===== config.mk =====
export PLATFORM = sky130hd
export DESIGN_NAME = ttt_turn_controller_flat
export DESIGN_NICKNAME = d
export VERILOG_FILES = /design/src/rtl/ttt_turn_controller_if.sv /design/src/rtl/ttt_turn_controller.sv /design/src/flat_wrapper.sv
export SDC_FILE = /design/constraint.sdc
export NUM_CORES = 1
export LEC_CHECK = 0
export CORE_ASPECT_RATIO = 0.7
export CORE_MARGIN = 1
export CORE_UTILIZATION = 37
export DETAILED_ROUTE_END_ITERATION = 7
export SYNTH_ARGS = -nofsm -noshare
export SYNTH_HDL_FRONTEND = slang
export SYNTH_SLANG_ARGS = --single-unit

===== constraint.sdc =====
create_clock -name clock -period 2.3 [get_ports clock]
set_input_delay 0.23 -clock clock [delete_from_list [all_inputs] [get_ports clock]]
set_output_delay 0.23 -clock clock [all_outputs]
set_load 0.05 [all_outputs]

===== src/rtl/ttt_turn_controller_if.sv =====
// rtl/ttt_turn_controller_if.sv - move input and draw request handshake bundle
// master = turn controller, slave = switch/renderer side.
interface ttt_turn_controller_if;
   logic       go;
   logic [3:0] square;
   logic       draw_ack;
   logic       draw_req;
   logic [3:0] draw_cell;
   logic       draw_player;

   modport master (
      input  go, square, draw_ack,
      output draw_req, draw_cell, draw_player
   );

   modport slave (
      output go, square, draw_ack,
      input  draw_req, draw_cell, draw_player
   );
endinterface


===== src/rtl/ttt_turn_controller.sv =====
// rtl/ttt_turn_controller.sv - tic-tac-toe move validation, board ownership and win/tie sequencing
// Optional macro TTT_MOVE_TIMEOUT_EN forfeits the turn after TIMEOUT_CYCLES idle cycles in S_LOAD_SQ.
module ttt_turn_controller #(
   parameter logic FIRST_PLAYER = 1'b0
`ifdef TTT_MOVE_TIMEOUT_EN
   ,
   parameter logic [31:0] TIMEOUT_CYCLES = 32'd500_000_000
`endif
) (
   input  logic                  clock,
   input  logic                  reset,
   ttt_turn_controller_if.master bus,
   output logic [17:0]           board,
   output logic                  turn,
   output logic                  err_invalid,
   output logic                  game_over,
   output logic [1:0]            winner
);
   typedef enum logic [2:0] {
      S_LOAD_SQ,
      S_LOAD_SQ_WAIT,
      S_VALIDATE,
      S_WRITE,
      S_DRAW,
      S_CHECK,
      S_END
   } state_t;

   state_t     state;
   logic [3:0] sq_reg;
   logic [3:0] move_count;
   logic [1:0] sel_cell;
   logic       p1_line;
   logic       p2_line;
`ifdef TTT_MOVE_TIMEOUT_EN
   logic [31:0] idle_cnt;
`endif

   function automatic logic has_line(input logic [17:0] b, input logic [1:0] p);
      logic [1:0] c [9];
      for (int i = 0; i < 9; i++) c[i] = b[2*i +: 2];
      return (c[0] == p && c[1] == p && c[2] == p) ||
             (c[3] == p && c[4] == p && c[5] == p) ||
             (c[6] == p && c[7] == p && c[8] == p) ||
             (c[0] == p && c[3] == p && c[6] == p) ||
             (c[1] == p && c[4] == p && c[7] == p) ||
             (c[2] == p && c[5] == p && c[8] == p) ||
             (c[0] == p && c[4] == p && c[8] == p) ||
             (c[2] == p && c[4] == p && c[6] == p);
   endfunction

   // Only meaningful when sq_reg <= 8; the range test guards it in S_VALIDATE.
   assign sel_cell = 2'(board >> {sq_reg, 1'b0});
   assign p1_line  = has_line(board, 2'b01);
   assign p2_line  = has_line(board, 2'b10);

   always_ff @(posedge clock) begin
      if (reset) begin
         state           <= S_LOAD_SQ;
         board           <= '0;
         move_count      <= '0;
         turn            <= FIRST_PLAYER;
         sq_reg          <= '0;
         bus.draw_req    <= 1'b0;
         bus.draw_cell   <= '0;
         bus.draw_player <= 1'b0;
         err_invalid     <= 1'b0;
         game_over       <= 1'b0;
         winner          <= 2'b00;
`ifdef TTT_MOVE_TIMEOUT_EN
         idle_cnt        <= '0;
`endif
      end else begin
         err_invalid <= 1'b0;
`ifdef TTT_MOVE_TIMEOUT_EN
         // Held at zero outside S_LOAD_SQ so every entry starts a fresh count.
         idle_cnt    <= '0;
`endif
         case (state)
            S_LOAD_SQ: begin
               if (bus.go) begin
                  sq_reg <= bus.square;
                  state  <= S_LOAD_SQ_WAIT;
               end
`ifdef TTT_MOVE_TIMEOUT_EN
               else if (idle_cnt == TIMEOUT_CYCLES - 32'd1) begin
                  turn        <= ~turn;
                  err_invalid <= 1'b1;
               end else begin
                  idle_cnt <= idle_cnt + 32'd1;
               end
`endif
            end
            S_LOAD_SQ_WAIT: begin
               if (!bus.go) state <= S_VALIDATE;
            end
            S_VALIDATE: begin
               if (sq_reg > 4'd8 || sel_cell != 2'b00) begin
                  err_invalid <= 1'b1;
                  state       <= S_LOAD_SQ;
               end else begin
                  state <= S_WRITE;
               end
            end
            S_WRITE: begin
               for (int i = 0; i < 9; i++) begin
                  if (sq_reg == 4'(i)) board[2*i +: 2] <= turn ? 2'b10 : 2'b01;
               end
               if (move_count != 4'd9) move_count <= move_count + 4'd1;
               bus.draw_cell   <= sq_reg;
               bus.draw_player <= turn;
               bus.draw_req    <= 1'b1;
               state           <= S_DRAW;
            end
            S_DRAW: begin
               if (bus.draw_ack) begin
                  bus.draw_req <= 1'b0;
                  state        <= S_CHECK;
               end
            end
            S_CHECK: begin
               if (p1_line) begin
                  winner    <= 2'b01;
                  game_over <= 1'b1;
                  state     <= S_END;
               end else if (p2_line) begin
                  winner    <= 2'b10;
                  game_over <= 1'b1;
                  state     <= S_END;
               end else if (move_count == 4'd9) begin
                  winner    <= 2'b11;
                  game_over <= 1'b1;
                  state     <= S_END;
               end else begin
                  turn  <= ~turn;
                  state <= S_LOAD_SQ;
               end
            end
            S_END: begin
               game_over <= 1'b1;
            end
            default: state <= S_LOAD_SQ;
         endcase
      end
   end
endmodule

===== src/flat_wrapper.sv =====
// flat-port wrapper written by rule: the top's interface ports become plain ports
module ttt_turn_controller_flat 
#(
   parameter logic FIRST_PLAYER = 1'b0

)
  (clock, reset, board, turn, err_invalid, game_over, winner, bus_go, bus_square, bus_draw_ack, bus_draw_req, bus_draw_cell, bus_draw_player);
  ttt_turn_controller_if bus_i ();
  input  logic clock;
  input  logic reset;
  output logic [17:0] board;
  output logic turn;
  output logic err_invalid;
  output logic game_over;
  output logic [1:0] winner;
  input wire logic [$bits(bus_i.go)-1:0] bus_go;
  input wire logic [$bits(bus_i.square)-1:0] bus_square;
  input wire logic [$bits(bus_i.draw_ack)-1:0] bus_draw_ack;
  output wire logic [$bits(bus_i.draw_req)-1:0] bus_draw_req;
  output wire logic [$bits(bus_i.draw_cell)-1:0] bus_draw_cell;
  output wire logic [$bits(bus_i.draw_player)-1:0] bus_draw_player;
  assign bus_i.go = bus_go;
  assign bus_i.square = bus_square;
  assign bus_i.draw_ack = bus_draw_ack;
  assign bus_draw_req = bus_i.draw_req;
  assign bus_draw_cell = bus_i.draw_cell;
  assign bus_draw_player = bus_i.draw_player;
  ttt_turn_controller #(.FIRST_PLAYER(FIRST_PLAYER)) u_core (.clock(clock), .reset(reset), .bus(bus_i), .board(board), .turn(turn), .err_invalid(err_invalid), .game_over(game_over), .winner(winner));
endmodule

==> summary by stage <==
Status
The run finished with clean final reports.

Timing
After layout, the minimum clock period comes to 1.97 ns. The ratio of final minimum period to clock period is 85.9%. On the final layout, the worst hold slack is 0.463 ns. At the pin with the least slew margin, the transition time is 0.508 ns. The number of max-slew violations in the final report was 0.

The total negative slack is 0 ns. The worst pin sits at a relative slew slack of 66.0%. Setup repair after global routing left no endpoint under its margin.

The count of final setup violators is 0. The hold violation count in the final report is 0. The highest clock frequency the design can meet is 506 MHz. The clock skew is 0.00407 ns.

Clock network
The TritonCTS clock tree is built. Once the clock tree was built, the setup fixing pass inserted 0 buffers. After clock tree synthesis, the flow added hold-fix buffers numbering 0. The number of gates given a new drive strength after cts is 0.

The deepest level of the CTS H-tree is 2. After clock tree synthesis, the clock-pin slew on the worst setup and hold paths is 0.08 ns. CTS placed an instance of clkbuf_8 at the clock tree root.

The total CTS buffers is 5. The clock passes through at most 2 buffers. The sink count of the clock tree is 40. The clock latency reported for the late side of the worst-skew pair is 0.29 ns.

Critical path
The critical path goes through and4bb_1, o311ai_4, nand4_4, nor4_2, mux2_1. For the worst setup path, the data arrival time is 2.16 ns. The element type at the critical path start is a flop.

The worst path required time is 2.49 ns. The maximum fanout along the worst path is 10. The critical path start-end classification is reg -> reg. The cell with the largest stage delay on the worst path is dfxtp_1.

STA classifies the critical path endpoint as a flop. For this run, the slowest stage of the critical path takes 0.48 ns.

Drt
The first detailed-routing pass ran for 5 iterations. The count of routing violations after the opening detailed-route iteration is 188. The post-detailed-routing wire length is 5320 um. The routed length per instance is 15.0 um. Once detail routing completed, the nets flagged for antenna violations numbered 0. The number of vias after detailed routing is 1,916. Using the TritonRoute via totals, the vias-per-cell ratio works out to 5.41. The total DRC errors in the routed layout is 0.

Layout
The top register by number of flip-flops is u_core.board. Relative to the synthesized area, the layout overhead comes to 27.7%. The count of nets after finishing is 291. The register with the most flip-flops in the layout has 18 of them. The repair_antennas step left the layout with diodes totalling 0. Cells with a size suffix above 1 make up 8.16% of the layout. The layout has 515 filler cells.

Yosys
The total number of yosys warnings is 0. The average cell area after synthesis is 8.51 um2. Synthesis produced a netlist whose cell count is 243. Summing the sequential cell areas from Yosys gives 38.7% of the chip area. The netlist area before placement is 2070 um2. Of all cell types, the one taking the most synthesized area is dfxtp_1. Synthesis produced a netlist with a net count of 253. The count of different cell masters after synthesis is 46. Sorting the synthesized cells by area gives the leading types as dfxtp_1 39%, nor4bb_1 7.3%, mux2i_1 5.8%. The register bit total from synthesis is 40. Summed over its instances, the top area cell type makes up 38.7% of the synthesized netlist area.

Placement
The quantity of I/O buffers inserted on ports is 36. The detailed placement HPWL is 3800 um. The final weighted congestion in routability-driven placement is 0.847.

Global routing
The first global-routing pass estimated 8670 um of wire. The met2 usage is 24.1%. Global routing consumed, on the met1 layer, 30.7% of the routing resources.

The number of antenna violations at the first check in global routing is 0. The number of global-route vias before repair is 1,663. Across every metal layer, demand over resource in global routing totals 18.8%. The global-route congestion overflow total is 0. Entering global routing, the biggest net connects 24 pins. The routing usage on met3 is 3.64%.

After global routing, the most crowded layer is met1.

Die
Row generation in the floorplan step produced 22 rows. The top-level I/O count is 37. The total area inside the core boundary comes to 5310 um2. The initial cell density of the core is 38.9%. The area of the die is 5890 um2. The vertical extent of the die is 64.5 um.

Measured along the x axis, the die boundary spans 91.3 um.

Worst hold path
The worst min-delay path class is reg -> reg.

Power and ir drop
The static power due to leakage is 0.000886 uW. Power spread over the standard cell area amounts to 537 nW/um2. The largest vdd supply drop is 0.278 mV.

Job
Across the run, the number of max-cap violations was 0.
## worst paths after layout
| kind | end | slack [ns] | startpoint | cells after the start |
|---|---|---|---|---|
| worst min-delay path | u_core.bus.draw_player | 0.46 | u_core.bus.draw_player | 2 |
| worst min register to register | u_core.bus.draw_player | 0.46 | u_core.bus.draw_player | 2 |
| worst max-delay path | u_core.turn | 0.33 | u_core.board[9] | 5 |
| worst max register to register | u_core.turn | 0.33 | u_core.board[9] | 5 |
## cell usage after synthesis, drive strengths merged
master  instances
a31oi           2
nor2           32
nand3           6
nand2b          1
o31a            1
and2b           1
nand2          22
xor2            2
xnor2           1
a221oi          1
ha              2
o21a            1
or3b            1
a21oi          18
and4bb          1
nor3           13
o21ai           4
buf             2
inv             9
mux2i          12
a311oi          4
nor2b           5
and3b           2
mux2            1
o41ai           1
o22a            2
or3             1
and3            2
nand4           6
o311ai          4
a211oi          4
clkbuf         12
nor4            4
and2            1
nor3b           1
nand3b          3
dfxtp          40
a41oi           1
nor4bb         15
o211ai          2
## layout make-up
type	instances	area (um2)	area share (%)
multi-input combinational	180	1180	44.7
inverter	9	33.8	1.28
clock inverter	2	35.0	1.33
sequential	40	801	30.3
clock buffer	6	72.6	2.75
tap	72	90.1	3.41
timing repair buffer	45	428	16.2
## logic make-up after synthesis
logic type | after synthesis | share of synthesized area (%)
adders and majority gates | 2 | 1.21
buffers and inverters | 23 | 4.24
muxes | 13 | 6.36
AOI/OAI and AO/OA | 45 | 15.3
DFF | 40 | 38.7
and+or+nand+nor | 117 | 32.9
xor gates and xnor gates | 3 | 1.27
## cell usage in the layout, fill, tap and decap left out, drive strengths merged, types with 3 or more instances in the layout
master	n
nor2	32
nand3	6
dfxtp	40
nor4bb	15
clkdlybuf4s50	36
a311oi	4
nand2	22
nor2b	5
a211oi	4
nand4	6
nor4	4
o311ai	4
clkbuf	6
nor3	13
inv	9
mux2i	12
nand3b	3
o21ai	4
buf	9
a21oi	18
## critical path: cells and delay by family, from the launching register on
family	cells	cell delay, ns
flops	1	0.48
mux	1	0.34
simple gates	3	0.74
compound gates	1	0.31
## metal layers
metal | up-vias | routed length (um)
met4 | 0 | 47
met5 | - | 0
met2 | 51 | 2040
met3 | 6 | 239
met1 | 891 | 3000
li1 | 968 | -
## stage by stage
| step | cell area [um2] | total power [uW] | cells | worst slack [ns] | utilization [%] |
|---|---|---|---|---|---|
| 2_1_floorplan | 2070 | 815 | 243 | 0.110 | - |
| 3_3_place_gp | 2530 | 861 | 346 | 0.381 | 47.6 |
| 3_5_place_dp | 2530 | 861 | 346 | 0.348 | 47.6 |
| 4_1_cts | 2640 | 1430 | 354 | 0.315 | 49.7 |
| 5_1_grt | 2640 | 1470 | 354 | 0.211 | 49.7 |
| 6_report | 2640 | 1420 | 354 | 0.325 | 49.7 |
## report_power, final
group | internal, uW | total (uW) | leakage [uW] | switching, uW
Clock | 322 | 571 | 0.0000552 | 249
Combinational | 51.7 | 120 | 0.000508 | 68.7
Sequential | 703 | 727 | 0.000323 | 23.5
Total | 1080 | 1420 | 0.000886 | 341
Power figures use the tool's default switching activity.
